File: src/rtl/pll_sup_pkg.sv
// Shared definitions for the PLL lock supervisor.
//   - FSM state encoding (3 bits, also exported on state_dbg)
//   - Default timing constants for the supervisor parameters
package pll_sup_pkg;

  localparam int STATE_W = 3;

  typedef enum logic [STATE_W-1:0] {
    ST_HOLD      = 3'd0,
    ST_WAIT_LOCK = 3'd1,
    ST_STABLE    = 3'd2,
    ST_RUN       = 3'd3,
    ST_LOST      = 3'd4
  } state_e;

  localparam int DEF_SYNC_STAGES   = 2;
  localparam int DEF_STABLE_CYCLES = 4096;
  localparam int DEF_LOST_DEBOUNCE = 4;
  localparam int DEF_CNT_W         = 16;

endpackage

File: src/rtl/pll_lock_supervisor_sync_bit.sv
// sync_bit: SYNC_STAGES-deep flop chain that brings a single asynchronous
// status bit into the clk domain. All stages reset asynchronously to 0.
// Ports:
//   clk  in   destination clock
//   rst  in   asynchronous active-high reset
//   d    in   asynchronous input bit
//   q    out  synchronised bit (last stage), SYNC_STAGES cycles of latency
module sync_bit #(
  parameter int SYNC_STAGES = 2
) (
  input  logic clk,
  input  logic rst,
  input  logic d,
  output logic q
);

  logic [SYNC_STAGES-1:0] sync_q;
  logic [SYNC_STAGES-1:0] sync_d;

  always_comb begin
    sync_d = {sync_q[SYNC_STAGES-2:0], d};
  end

  always_ff @(posedge clk or posedge rst) begin
    if (rst) begin
      sync_q <= '0;
    end else begin
      sync_q <= sync_d;
    end
  end

  assign q = sync_q[SYNC_STAGES-1];

endmodule

File: src/rtl/pll_lock_supervisor.sv
// pll_lock_supervisor: qualifies the PLL locked flag on the board reference
// clock and holds sys_rst until lock has been stable for STABLE_CYCLES
// cycles. Debounced lock losses are counted (saturating) for readout.
// Optional build macro PLL_SUPERVISOR_IRQ_EN adds a sticky loss interrupt.
// Ports:
//   CLK         in   board reference clock (PLL input clock)
//   RST         in   asynchronous active-high reset
//   pll_locked  in   PLL locked output, asynchronous to CLK
//   soft_reset  in   single-cycle request to re-enter the reset hold
//   cnt_clear   in   single-cycle clear of loss_count
//   sys_rst     out  active-high reset for PLL-clocked logic
//   pll_ok      out  high while in RUN
//   loss_count  out  saturating lock-loss event count
//   state_dbg   out  current FSM state encoding
//   loss_irq    out  (PLL_SUPERVISOR_IRQ_EN) sticky lock-loss flag
//   irq_ack     in   (PLL_SUPERVISOR_IRQ_EN) clears loss_irq
module pll_lock_supervisor
  import pll_sup_pkg::*;
#(
  parameter int SYNC_STAGES   = DEF_SYNC_STAGES,
  parameter int STABLE_CYCLES = DEF_STABLE_CYCLES,
  parameter int LOST_DEBOUNCE = DEF_LOST_DEBOUNCE,
  parameter int CNT_W         = DEF_CNT_W
) (
  input  logic             CLK,
  input  logic             RST,
  input  logic             pll_locked,
  input  logic             soft_reset,
  input  logic             cnt_clear,
  output logic             sys_rst,
  output logic             pll_ok,
  output logic [CNT_W-1:0] loss_count,
  output logic [2:0]       state_dbg
`ifdef PLL_SUPERVISOR_IRQ_EN
  ,
  output logic             loss_irq,
  input  logic             irq_ack
`endif
);

  localparam logic [15:0] STABLE_LAST = 16'(STABLE_CYCLES - 1);
  localparam logic [7:0]  DEB_LAST    = 8'(LOST_DEBOUNCE - 1);

  function automatic logic [CNT_W-1:0] sat_inc(input logic [CNT_W-1:0] v);
    return (&v) ? v : v + CNT_W'(1);
  endfunction

  logic lk_s;

  sync_bit #(
    .SYNC_STAGES(SYNC_STAGES)
  ) u_lock_sync (
    .clk (CLK),
    .rst (RST),
    .d   (pll_locked),
    .q   (lk_s)
  );

  state_e           state_q,      state_d;
  logic [15:0]      stable_cnt_q, stable_cnt_d;
  logic [7:0]       deb_cnt_q,    deb_cnt_d;
  logic [CNT_W-1:0] loss_count_q, loss_count_d;
  logic             sys_rst_q,    sys_rst_d;
  logic             pll_ok_q,     pll_ok_d;

  always_comb begin
    state_d      = state_q;
    stable_cnt_d = stable_cnt_q;
    deb_cnt_d    = deb_cnt_q;
    loss_count_d = loss_count_q;

    case (state_q)
      ST_HOLD: begin
        state_d      = ST_WAIT_LOCK;
        stable_cnt_d = '0;
        deb_cnt_d    = '0;
      end
      ST_WAIT_LOCK: begin
        if (lk_s) begin
          state_d      = ST_STABLE;
          stable_cnt_d = 16'd1;
        end
      end
      ST_STABLE: begin
        if (!lk_s) begin
          // Lock dropped before qualification: restart, not a loss event.
          state_d      = ST_WAIT_LOCK;
          stable_cnt_d = '0;
        end else if (stable_cnt_q == STABLE_LAST) begin
          state_d      = ST_RUN;
          stable_cnt_d = '0;
          deb_cnt_d    = '0;
        end else begin
          stable_cnt_d = stable_cnt_q + 16'd1;
        end
      end
      ST_RUN: begin
        if (lk_s) begin
          deb_cnt_d = '0;
        end else if (deb_cnt_q == DEB_LAST) begin
          // This is the LOST_DEBOUNCE-th consecutive low cycle.
          state_d   = ST_LOST;
          deb_cnt_d = '0;
        end else begin
          deb_cnt_d = deb_cnt_q + 8'd1;
        end
      end
      ST_LOST: begin
        state_d = ST_WAIT_LOCK;
      end
      default: begin
        state_d = ST_HOLD;
      end
    endcase

    // soft_reset overrides every transition, including a debounce expiry.
    if (soft_reset && (state_q != ST_HOLD)) begin
      state_d      = ST_HOLD;
      stable_cnt_d = '0;
      deb_cnt_d    = '0;
    end

    // Clear first so a coincident loss leaves the count at 1.
    if (cnt_clear) begin
      loss_count_d = '0;
    end
    if (state_q == ST_LOST) begin
      loss_count_d = sat_inc(loss_count_d);
    end

    // Outputs decoded from the next state so they are registered and
    // change in the first cycle of the new state.
    sys_rst_d = (state_d != ST_RUN);
    pll_ok_d  = (state_d == ST_RUN);
  end

  always_ff @(posedge CLK or posedge RST) begin
    if (RST) begin
      state_q      <= ST_HOLD;
      stable_cnt_q <= '0;
      deb_cnt_q    <= '0;
      loss_count_q <= '0;
      sys_rst_q    <= 1'b1;
      pll_ok_q     <= 1'b0;
    end else begin
      state_q      <= state_d;
      stable_cnt_q <= stable_cnt_d;
      deb_cnt_q    <= deb_cnt_d;
      loss_count_q <= loss_count_d;
      sys_rst_q    <= sys_rst_d;
      pll_ok_q     <= pll_ok_d;
    end
  end

  assign sys_rst    = sys_rst_q;
  assign pll_ok     = pll_ok_q;
  assign loss_count = loss_count_q;
  assign state_dbg  = state_q;

`ifdef PLL_SUPERVISOR_IRQ_EN
  logic loss_irq_q, loss_irq_d;

  // Set (cycle after LOST) takes priority over a simultaneous ack.
  always_comb begin
    loss_irq_d = loss_irq_q;
    if (irq_ack) begin
      loss_irq_d = 1'b0;
    end
    if (state_q == ST_LOST) begin
      loss_irq_d = 1'b1;
    end
  end

  always_ff @(posedge CLK or posedge RST) begin
    if (RST) begin
      loss_irq_q <= 1'b0;
    end else begin
      loss_irq_q <= loss_irq_d;
    end
  end

  assign loss_irq = loss_irq_q;
`endif

endmodule

File: config.mk
export PLATFORM = sky130hd
export DESIGN_NAME = pll_lock_supervisor
export DESIGN_NICKNAME = d
export VERILOG_FILES = /design/src/rtl/pll_sup_pkg.sv /design/src/rtl/pll_lock_supervisor_sync_bit.sv /design/src/rtl/pll_lock_supervisor.sv
export SDC_FILE = /design/constraint.sdc
export NUM_CORES = 1
export LEC_CHECK = 0
export CORE_MARGIN = 3
export CORE_UTILIZATION = 40
export DETAILED_ROUTE_END_ITERATION = 8
export SLEW_MARGIN = 20
export SYNTH_ARGS = -nofsm -noshare
export SYNTH_HDL_FRONTEND = slang
export SYNTH_HIERARCHICAL = 1
export SYNTH_SLANG_ARGS = --single-unit
File: constraint.sdc
create_clock -name CLK -period 2.5 [get_ports CLK]
set_input_delay 0.5 -clock CLK [delete_from_list [all_inputs] [get_ports CLK]]
set_output_delay 0.5 -clock CLK [all_outputs]
set_load 0.005 [all_outputs]
## Word-level counts from Yosys, hierarchy flattened

Cells that the tools add are included.

| word-level totals | value |
|---|---|
| output and inout port bits | 21 |
| word-level logic and storage cells | 51 |
| input port bits | 5 |
| latch bits | 0 |
| flip-flop bits (word level) | 47 |
| ROM bits | 0 |
| bits in writable memories | 0 |
| memories | 0 |

| cells by class | value |
|---|---|
| muxes and demuxes | 21 |
| shifts and indexed selects | 0 |
| divide/modulo/power cells | 0 |
| multiply operators | 0 |
| reduce and logical (&&, ||, !) cells | 9 |
| add/sub/neg operators | 3 |
| equality and inequality tests | 11 |
| bitwise logic cells | 0 |
| magnitude comparators | 0 |

Operator list:

| kind | number |
|---|---|
| 2-to-1 mux 16 bit | 7 |
| case mux 16 bit (3 select lines) | 1 |
| 2-to-1 mux 8 bit | 5 |
| adder 16 x 1 -> 16 bit, second input constant | 2 |
| case mux 8 bit (3 select lines) | 1 |
| 2-to-1 mux 3 bit | 6 |
| == test 16 x 12 -> 1 bit, second input constant | 1 |
| AND reduction 16 bit | 1 |
| case mux 3 bit (4 select lines) | 1 |
| == test 3 x 2 -> 1 bit, second input constant | 3 |
| inequality test 3 x 2 -> 1 bit, second input constant | 3 |
| adder 8 x 1 -> 8 bit, second input constant | 1 |
| == test 8 x 2 -> 1 bit, second input constant | 1 |
| nonzero test 4 bit | 2 |
| == test 3 x 1 -> 1 bit, second input constant | 1 |
| == test 3 bit, second input constant | 1 |
| zero test 3 bit | 1 |
| inequality test 3 bit, second input constant | 1 |
| AND reduction 3 bit | 1 |
| nonzero test 3 bit | 1 |
| AND reduction 2 bit | 1 |
| OR reduction 2 bit | 1 |
| logical AND 1 bit | 1 |

## Logic depth before layout (Yosys ltp)

Gate-level depths: netlist of the first run.

| depth | value |
|---|---|
| depth in word-level cells | 6 |
| gate-level depth with buffers | 7 |
| mapped depth without buffers | 6 |

## Modules after synthesis

The synthesis of the first run kept the hierarchy.

By module, submodules not included:

| module | sequential area each (µm²) | area an instance (µm²) | instances | cells each |
|---|---|---|---|---|
| pll_lock_supervisor | 1,127.3 | 2,652.5 | 1 | 279 |
| sync_bit | 50.0 | 53.8 | 1 | 3 |

## Worst setup path after synthesis of the first run

OpenSTA, ideal clock, no wires.

| path | value |
|---|---|
| path type | input to register |
| start point | input port cnt_clear |
| end point | register loss_count_q[8] (netlist: loss_count[8]) |
| buffers on the path | 1 |
| arrival | 2.193 ns |
| required time | 2.422 ns |
| path slack | 0.229 ns |
| stages | 7 |
| cell sequence | clkbuf_1 -> nor2b_1 -> ha_1 -> nand3_1 -> or3_4 -> or4_1 -> a21oi_1 |

| between the ends | value |
|---|---|
| word-level cells in the longest chain between the ends | 4 |

RTL lines:

| item | line | text |
|---|---|---|
| start, declared | pll_lock_supervisor.sv:29 | `input logic cnt_clear,` |
| 2-to-1 mux 16 bit (*) | pll_lock_supervisor.sv:124 | `if (cnt_clear) begin` |
| adder 16 x 1 -> 16 bit or AND reduction 16 bit (tied branches) | pll_lock_supervisor.sv:45 | `return (&v) ? v : v + CNT_W'(1);` |
| 2-to-1 mux 16 bit | pll_lock_supervisor.sv:45 |  |
| 2-to-1 mux 16 bit (*) | pll_lock_supervisor.sv:127 | `if (state_q == ST_LOST) begin` |
| via loss_count_d[8] | pll_lock_supervisor.sv:62 | `logic [CNT_W-1:0] loss_count_q, loss_count_d;` |
| end signal, assigned | pll_lock_supervisor.sv:149 | `loss_count_q <= loss_count_d;` |
| end, declared | pll_lock_supervisor.sv:62 |  |

The timed path passes the listed nets; every way through them passes the cells marked *.
A chain may end at the register's enable or synchronous reset.

## Worst setup path in the final report of the first run

| path | value |
|---|---|
| start point | input port cnt_clear |
| end point | register loss_count_q[15] (netlist: loss_count[15]) |

Same word-level chain as after synthesis.

==> impl_metrics.ini, run 1 <==
[outcome]
status = finished, final reports clean

[synthesis]
synth_warnings = 6
yosysTopAreaCell = dfrtp_1
seq_area_frac_synth = 0.435
syn_nets = 290
synth-seq-cells = 47
ys.flop_type = dfrtp_1
synth_area_per_cell_um2 = 9.60
synth_edf_count = 0
yosysTopAreaCellShare = 0.425
synth_cells = 282
synthDistinctLibCells = 53
synthesis.area_um2 = 2710
synth_area_leaders = dfrtp_1, a21oi_1, mux2_2
synthArstFlopShare = 1.00

[critical_path]
worst_setup_path_end_kind = register
crit_type = in2reg
cp.required_ps = 2700
crit_path_start_kind = input pin
ff2ff_path_depth = 5
crit_fanout = 19
crit_arrival_ps = 2560
rrSetupSlack_ps = 440

[floorplanning]
die_h_um = 88.3
fp.dieW_um = 88.3
die_area_um2 = 7790
rows = 29
start_util = 0.419
design.portCount = 26
core_um2 = 6460

[global_routing]
grt_pass1_vias = 2291
overflow = 0
grt_util_all_layers = 0.175
grt_max_degree = 25
antenna_found_initial = 0
grt_pass1_wl_um = 10900

[timing]
setup_viol = 0
fmax_mhz = 423
finalHoldViolations = 0
timing.final.crit_period_ps = 2360
drv_slew = 0
worstMarginPinSlew_ps = 672
rsz0062_at_grt = no
fin_ws_ps = 138
relSlewSlack = 0.550
fin_crit_sh = 0.945
fin_worst_skew_ps = 5.59

[routing]
wl_per_cell_um = 15.4
drt-met1-wl_um = 3060
dr.first_iter.drc_count = 136
drt-total-wl_um = 6220
postRouteAntennaNets = 0
drc = 0
first_pass_iters = 4
vias = 2375
met3_length_um = 197
route.met2.wl_um = 2910
routed.top_layer = met4
avgViaCountPerCell = 5.89

[cts]
clk_latency_ps = 310
clock-sinks = 47
clockRootBuffer = clkbuf_8
postCtsHoldBufs = 0
cts_htree_levels = 2
cts_buffers = 5
cts_tree = yes
path_clk_slew_ps = 90
clock_path_buffers = 2

[hold_path]
hold_depth = 0
hp-class = reg2reg

[power_and_ir_drop]
ir_worst_vdd_uv = 246
p_leak_nw = 1.30
p_per_area_nw_per_um2 = 495

[layout]
multi_input_area_um2 = 1460
register_area_um2 = 1180
fillers = 605
antenna_cells = 0
syn_to_final_growth_pct = 21.5
final_util = 0.509
drive_gt1_frac = 0.153
final_area_um2 = 3290
fin_nets = 333

[placed_design]
port_buffers = 25
dp_hpwl_um = 4500
post-place-ws_ps = -193
dpl-instance-area_um2 = 3180
gp_congestion = 0.852

[job]
cap_viol_max_count = 0
==> layout make-up <==
type                            count  area share
Sequential cell                    47       0.358
Timing Repair Buffer               46       0.128
Inverter                            8     0.00914
Clock buffer                        6      0.0251
Tap cell                           77      0.0293
Multi-Input combinational cell    217       0.445
Clock inverter                      2     0.00495
==> path summary, 6_finish.rpt <==
kind | from | end
worst max-delay path | cnt_clear | loss_count[15]$_DFF_PP0_
worst min-delay path | u_lock_sync/sync_q[0]$_DFF_PP0_ | u_lock_sync/sync_q[1]$_DFF_PP0_
worst max register to register | stable_cnt_q[0]$_DFFE_PP0P_ | deb_cnt_q[2]$_DFFE_PP0P_
worst min register to register | u_lock_sync/sync_q[0]$_DFF_PP0_ | u_lock_sync/sync_q[1]$_DFF_PP0_
max in group asynchronous | RST | loss_count[3]$_DFF_PP0_
min in group asynchronous | RST | u_lock_sync/sync_q[0]$_DFF_PP0_
==> cell usage after synthesis (all sizes together), types with 9 or more instances <==
| cell | instances |
|---|---|
| nor3 | 10 |
| nor2 | 14 |
| a21oi | 20 |
| or4 | 9 |
| nand3 | 13 |
| dfrtp | 46 |
| nor2b | 11 |
| o31ai | 11 |
| nand2 | 14 |
==> state kept, by name, indices dropped and copies added, names as in the netlist <==
register,cells
u_lock_sync/sync_q,2
deb_cnt_q,8
state_dbg,3
loss_count,16
pll_ok,1
stable_cnt_q,16
sys_rst,1
==> per-stage QoR <==
step                      cells  power, W  setup TNS [ps]  hold slack [ps]
after global routing        403   0.00172               0              385
final                       403   0.00163               0              362
after global placement      395   0.00113            -223              339
after CTS                   403   0.00165               0              369
after detailed placement    395   0.00114            -869              347
after floorplan             282   0.00102               0              241
==> critical path, stage by stage <==
cell and delay (ps):
clkdlybuf4s50_1 520, buf_4 260, nand4b_1 240, or2_1 270, a2111oi_0 400, mux2_2 380
==> cells by family (layout without fill, tap and decap cells) <==
group,count (synthesis),count (layout),share of synthesized area
AO/OA/AOI/OAI,75,75,0.197
XOR/XNOR,9,9,0.0291
flip-flops,47,47,0.435
buffers and inverters,18,62,0.0259
AND/OR/NAND/NOR,121,121,0.262
adder cells (fa/ha/maj),3,3,0.0139
multiplexers,9,9,0.0370
==> power breakdown <==
group,internal [W],leakage (nW),switching [W]
sequential,0.000783,0.645,0.0000278
combinational,0.000136,0.607,0.000176
clock,0.000226,0.0474,0.000280
==> layer usage <==
metal	track usage	vias to the layer above
met4	0.0577	0
met5	0	-
li1	-	1168
met2	0.282	44
met1	0.234	1157
met3	0.0372	6
==> what timing repair did <==
| action | 4_1_cts | 5_1_grt |
|---|---|---|
| buffers inserted | 0 | 0 |
| gates resized for setup | 0 | 2 |
| endpoints found under the setup margin | 0 | 1 |
==> layout by cell type (no fill, tap or decap), drive strengths merged, types with 9 or more instances in the layout <==
cell type / synthesis / final
dfrtp: 46 / 46
clkdlybuf4s50: 0 / 25
buf: 2 / 21
a21oi: 20 / 20
nand2: 14 / 14
nor2: 14 / 14
nand3: 13 / 13
o31ai: 11 / 11
nor2b: 11 / 11
nor3: 10 / 10
or4: 9 / 9
Note: power is estimated with default switching activity, not from simulation.
==> run 2, diff against run 1 <==
- CORE_ASPECT_RATIO: default -> 1.75
==> run 2 against run 1 <==
  * First-iteration DRC count down 40%
  * Largest cell class unchanged
  * Die area rose by 0.50%
  * Clock skew fell by 2.2 ps
  * Critical endpoint is now loss_count[8]$_DFF_PP0_
==> impl_metrics.ini, run 2 (synthesized netlist as in run 1, its figures left out) <==
[routing]
drc = 0
drt-total-wl_um = 6480
wl_per_cell_um = 15.7
vias = 2384
first_pass_iters = 4
postRouteAntennaNets = 0
avgViaCountPerCell = 5.77
dr.first_iter.drc_count = 82

[global_routing]
grt_max_degree = 46
grt_pass1_wl_um = 11000
overflow = 0
grt_util_all_layers = 0.184
antenna_found_initial = 0
grt_pass1_vias = 2349

[critical_path]
crit_arrival_ps = 2590
worst_setup_path_end_kind = register
path_delay_family = simple AND/OR/NAND/NOR gates
critPathSlowestCell = or4_1
cp.required_ps = 2710
rrSetupSlack_ps = 400
cpPeakStageDelay_ps = 500
path_buf_inv = 1
crit_path_start_kind = input pin
ff2ff_path_depth = 6
crit_fanout = 4
crit_type = in2reg
path_depth = 7
path_cells = clkdlybuf4s50_1, nor2b_1, ha_1, nand3_1, or3_4, or4_1, a21oi_1

[layout]
fin_nets = 338
final_common_cell = dfrtp_1
final_util = 0.517
final_cell_mix = dfrtp_1, buf_4, clkdlybuf4s50_1
syn_to_final_growth_pct = 25.0
drive_gt1_frac = 0.163
antenna_cells = 0

[job]
cap_viol_max_count = 0

[cts]
path_clk_slew_ps = 60
clock_path_buffers = 2
postCtsSetupBuffers = 0
cts_htree_levels = 2
clk_latency_ps = 290
cts_tree = yes
clockRootBuffer = clkbuf_16
cts_buffers = 5
clock-sinks = 47

[timing]
timing.final.crit_period_ps = 2380
fin_crit_sh = 0.952
rsz0062_at_grt = yes
fin_worst_skew_ps = 3.43
setup_viol = 0
finalHoldViolations = 0
relSlewSlack = 0.561
drv_slew = 0
worstMarginPinSlew_ps = 656
fmax_mhz = 420

[power_and_ir_drop]
combPwrFrac = 0.170
seqPwrFrac = 0.452
total_power_w = 0.00180
p_sw_w = 0.000486
p_int_w = 0.00132
ir_worst_vdd_uv = 438
p_leak_nw = 1.34
switching_share = 0.270
clkPwrFrac = 0.378
p_per_area_nw_per_um2 = 532

[floorplanning]
die_area_um2 = 7830
die_h_um = 115
start_util = 0.414
rows = 39
fp.dieW_um = 68.2
design.portCount = 26
core_um2 = 6540

[placed_design]
gp_congestion = 0.800
port_buffers = 25
dp_hpwl_um = 4740

[outcome]
status = finished, final reports clean

[hold_path]
hold_depth = 0
hp-class = reg2reg
[run 2: changes by cell type in the layout (fill, tap and decap cells not counted), moves of 4 or more]
cell	before	now
buf_4	20	26
a2111oi_0	4	0
clkbuf_16	0	5
clkbuf_8	6	1
[run 2: stage by stage]
stage	cells	setup TNS [ps]	hold WS [ps]	setup WS (ps)	instance area [um2]
6_report	413	0	354	120	3380
5_1_grt	413	-12.2	367	-12.2	3380
4_1_cts	413	0	355	17.7	3360
3_5_place_dp	405	-1130	340	-286	3210
3_3_place_gp	405	-860	338	-229	3210
2_1_floorplan	282	0	241	229	2710
[run 2: repair_timing]
item	in CTS	in global routing
hold buffers	0	0
resized for setup	0	7
setup endpoints to repair	0	4
endpoints found under the hold margin	0	0
[run 2: metal layers]
| metal | track usage | vias to the layer above | wire, um |
|---|---|---|---|
| met5 | 0 | - | 0 |
| met4 | 0.0850 | 0 | 122 |
| met3 | 0.0313 | 8 | 186 |
| met2 | 0.335 | 41 | 3640 |
| met1 | 0.197 | 1164 | 2530 |
| li1 | - | 1171 | - |
[run 2: layout make-up]
| class | count | area [um2] |
|---|---|---|
| Clock buffer | 7 | 143 |
| Clock inverter | 1 | 5.00 |
| Fill cell | 635 | 3160 |
| Inverter | 8 | 30.0 |
| Multi-Input combinational cell | 217 | 1480 |
| Sequential cell | 47 | 1180 |
| Tap cell | 82 | 103 |
| Timing Repair Buffer | 51 | 445 |
[run 2: path summary, 6_finish.rpt]
check	end	startpoint
max	loss_count[8]$_DFF_PP0_	cnt_clear
min	u_lock_sync/sync_q[1]$_DFF_PP0_	u_lock_sync/sync_q[0]$_DFF_PP0_
max reg2reg	loss_count[8]$_DFF_PP0_	loss_count[0]$_DFF_PP0_
min reg2reg	u_lock_sync/sync_q[1]$_DFF_PP0_	u_lock_sync/sync_q[0]$_DFF_PP0_
max in group asynchronous	loss_count[7]$_DFF_PP0_	RST
min in group asynchronous	u_lock_sync/sync_q[0]$_DFF_PP0_	RST
[run 2: worst reg2reg max path, cell delays in order (launching register included)]
cell and delay, ps:
dfrtp_1 380, nor2b_1 190, ha_1 230, nand3_1 160
or3_4 410, or4_1 500, a21oi_1 160
[run 2: power by group through the flow]
stage	clock network (W)	logic (W)	registers, W
after floorplan	0	0.000204	0.000816
after global placement	0	0.000304	0.000828
after detailed placement	0	0.000307	0.000829
after CTS	0.000697	0.000309	0.000815
after global routing	0.000726	0.000340	0.000819
final	0.000681	0.000305	0.000814
==> run 3, diff against run 2 <==
- PLACE_DENSITY: default -> 0.7
==> run 3 against run 2 <==
  * Clock skew grew 1.6 ps
  * Combinational power grew 5%
  * Power shrank 0.92%
  * Non-clock buffer count is 5 lower
  * First-iteration DRC count is 17% higher
  * Maximum frequency grew 0.97%
  * Cell count decreased by 1.2%
==> impl_metrics.ini, run 3 (synthesized netlist as in run 1, its figures left out) <==
[power_and_ir_drop]
p_int_w = 0.00129
p_per_area_nw_per_um2 = 536
combPwrFrac = 0.179
ir_worst_vdd_uv = 411
total_power_w = 0.00178
seqPwrFrac = 0.451
clkPwrFrac = 0.370
p_sw_w = 0.000495
p_leak_nw = 1.32
switching_share = 0.277

[routing]
avgViaCountPerCell = 5.82
dr.first_iter.drc_count = 96
vias = 2376
wl_per_cell_um = 15.5
first_pass_iters = 4
postRouteAntennaNets = 0
drc = 0
drt-total-wl_um = 6320

[cts]
clock-sinks = 47
cts_htree_levels = 2
clockRootBuffer = clkbuf_16
cts_resized = 0
postCtsSetupBuffers = 0
postCtsHoldBufs = 0
path_clk_slew_ps = 60
clock_path_buffers = 2
clk_latency_ps = 290
cts_buffers = 5
cts_tree = yes

[floorplanning]
die_h_um = 115
fp.dieW_um = 68.2
design.portCount = 26
die_area_um2 = 7830
start_util = 0.414
rows = 39
core_um2 = 6540

[timing]
setup_viol = 0
setup_tns_ps = 0
fin_worst_skew_ps = 5.01
drv_slew = 0
fmax_mhz = 424
rsz0062_at_grt = no
finalHoldViolations = 0
fin_crit_sh = 0.943
relSlewSlack = 0.542
timing.final.crit_period_ps = 2360
holdWs_ps = 361
worstMarginPinSlew_ps = 684

[critical_path]
path_delay_family = simple AND/OR/NAND/NOR gates
crit_type = in2reg
path_cells = clkdlybuf4s50_1, nor2b_1, ha_1, nand3_1, or3_4, or4_1, a21oi_1
cp.required_ps = 2720
crit_path_start_kind = input pin
cpPeakStageDelay_ps = 500
critPathSlowestCell = or4_1
crit_arrival_ps = 2570
crit_fanout = 4
worst_setup_path_end_kind = register
path_buf_inv = 1

[layout]
fin_nets = 333
drive_gt1_frac = 0.141
final_util = 0.509
antenna_cells = 0
fillers = 641
final_cell_mix = dfrtp_1, clkdlybuf4s50_1, a21oi_1, buf_4
final_common_cell = dfrtp_1
final_cell_count_no_fill = 408
syn_to_final_growth_pct = 23.1

[global_routing]
grt_pass1_wl_um = 10700
overflow = 0
antenna_found_initial = 0
grt_max_degree = 37
grt_util_all_layers = 0.178
grt_pass1_vias = 2334

[outcome]
status = finished, final reports clean

[hold_path]
hp-class = reg2reg

[job]
cap_viol_max_count = 0

[placed_design]
dp_hpwl_um = 4650
gp_congestion = 0.846
dp_cells = 400
port_buffers = 25
## run 3: metal layers
metal	global-route usage	part of all wire
met5	0	0
met2	0.309	0.54
met3	0.0293	0.025
met4	0.0863	0.024
met1	0.205	0.41
## run 3: final cells by class
type / instances / area (um2) / area share
timing repair buffer: 46 / 420 / 0.126
tap: 82 / 103 / 0.0308
sequential: 47 / 1180 / 0.353
clock buffer: 6 / 129 / 0.0387
inverter: 8 / 30.0 / 0.00902
clock inverter: 2 / 12.5 / 0.00376
multi-input combinational: 217 / 1460 / 0.438
## run 3: stage by stage
step	setup WS [ps]	instance area (um2)
after floorplan	229	2710
after global placement	-73.9	3190
after detailed placement	-127	3190
after CTS	165	3330
after global routing	2.06	3330
final	143	3330
## run 3: power by group through the flow
| stage | logic, W | registers (W) | clock network (W) |
|---|---|---|---|
| 5_1_grt | 0.000356 | 0.000808 | 0.000698 |
| 3_3_place_gp | 0.000315 | 0.000818 | 0 |
| 3_5_place_dp | 0.000321 | 0.000820 | 0 |
| 2_1_floorplan | 0.000204 | 0.000816 | 0 |
| 4_1_cts | 0.000323 | 0.000806 | 0.000676 |
| 6_report | 0.000319 | 0.000805 | 0.000661 |
## run 3: final timing paths
| path | start | end | slack [ps] | depth (start not counted) |
|---|---|---|---|---|
| max | cnt_clear | loss_count[8]$_DFF_PP0_ | 140 | 7 |
| min | u_lock_sync/sync_q[0]$_DFF_PP0_ | u_lock_sync/sync_q[1]$_DFF_PP0_ | 360 | 0 |
| max reg2reg | loss_count[0]$_DFF_PP0_ | loss_count[8]$_DFF_PP0_ | 410 | 6 |
| min reg2reg | u_lock_sync/sync_q[0]$_DFF_PP0_ | u_lock_sync/sync_q[1]$_DFF_PP0_ | 360 | 0 |
| max in group asynchronous | RST | sys_rst$_DFF_PP1_ | 1480 | 3 |
| min in group asynchronous | RST | u_lock_sync/sync_q[1]$_DFF_PP0_ | 390 | 2 |
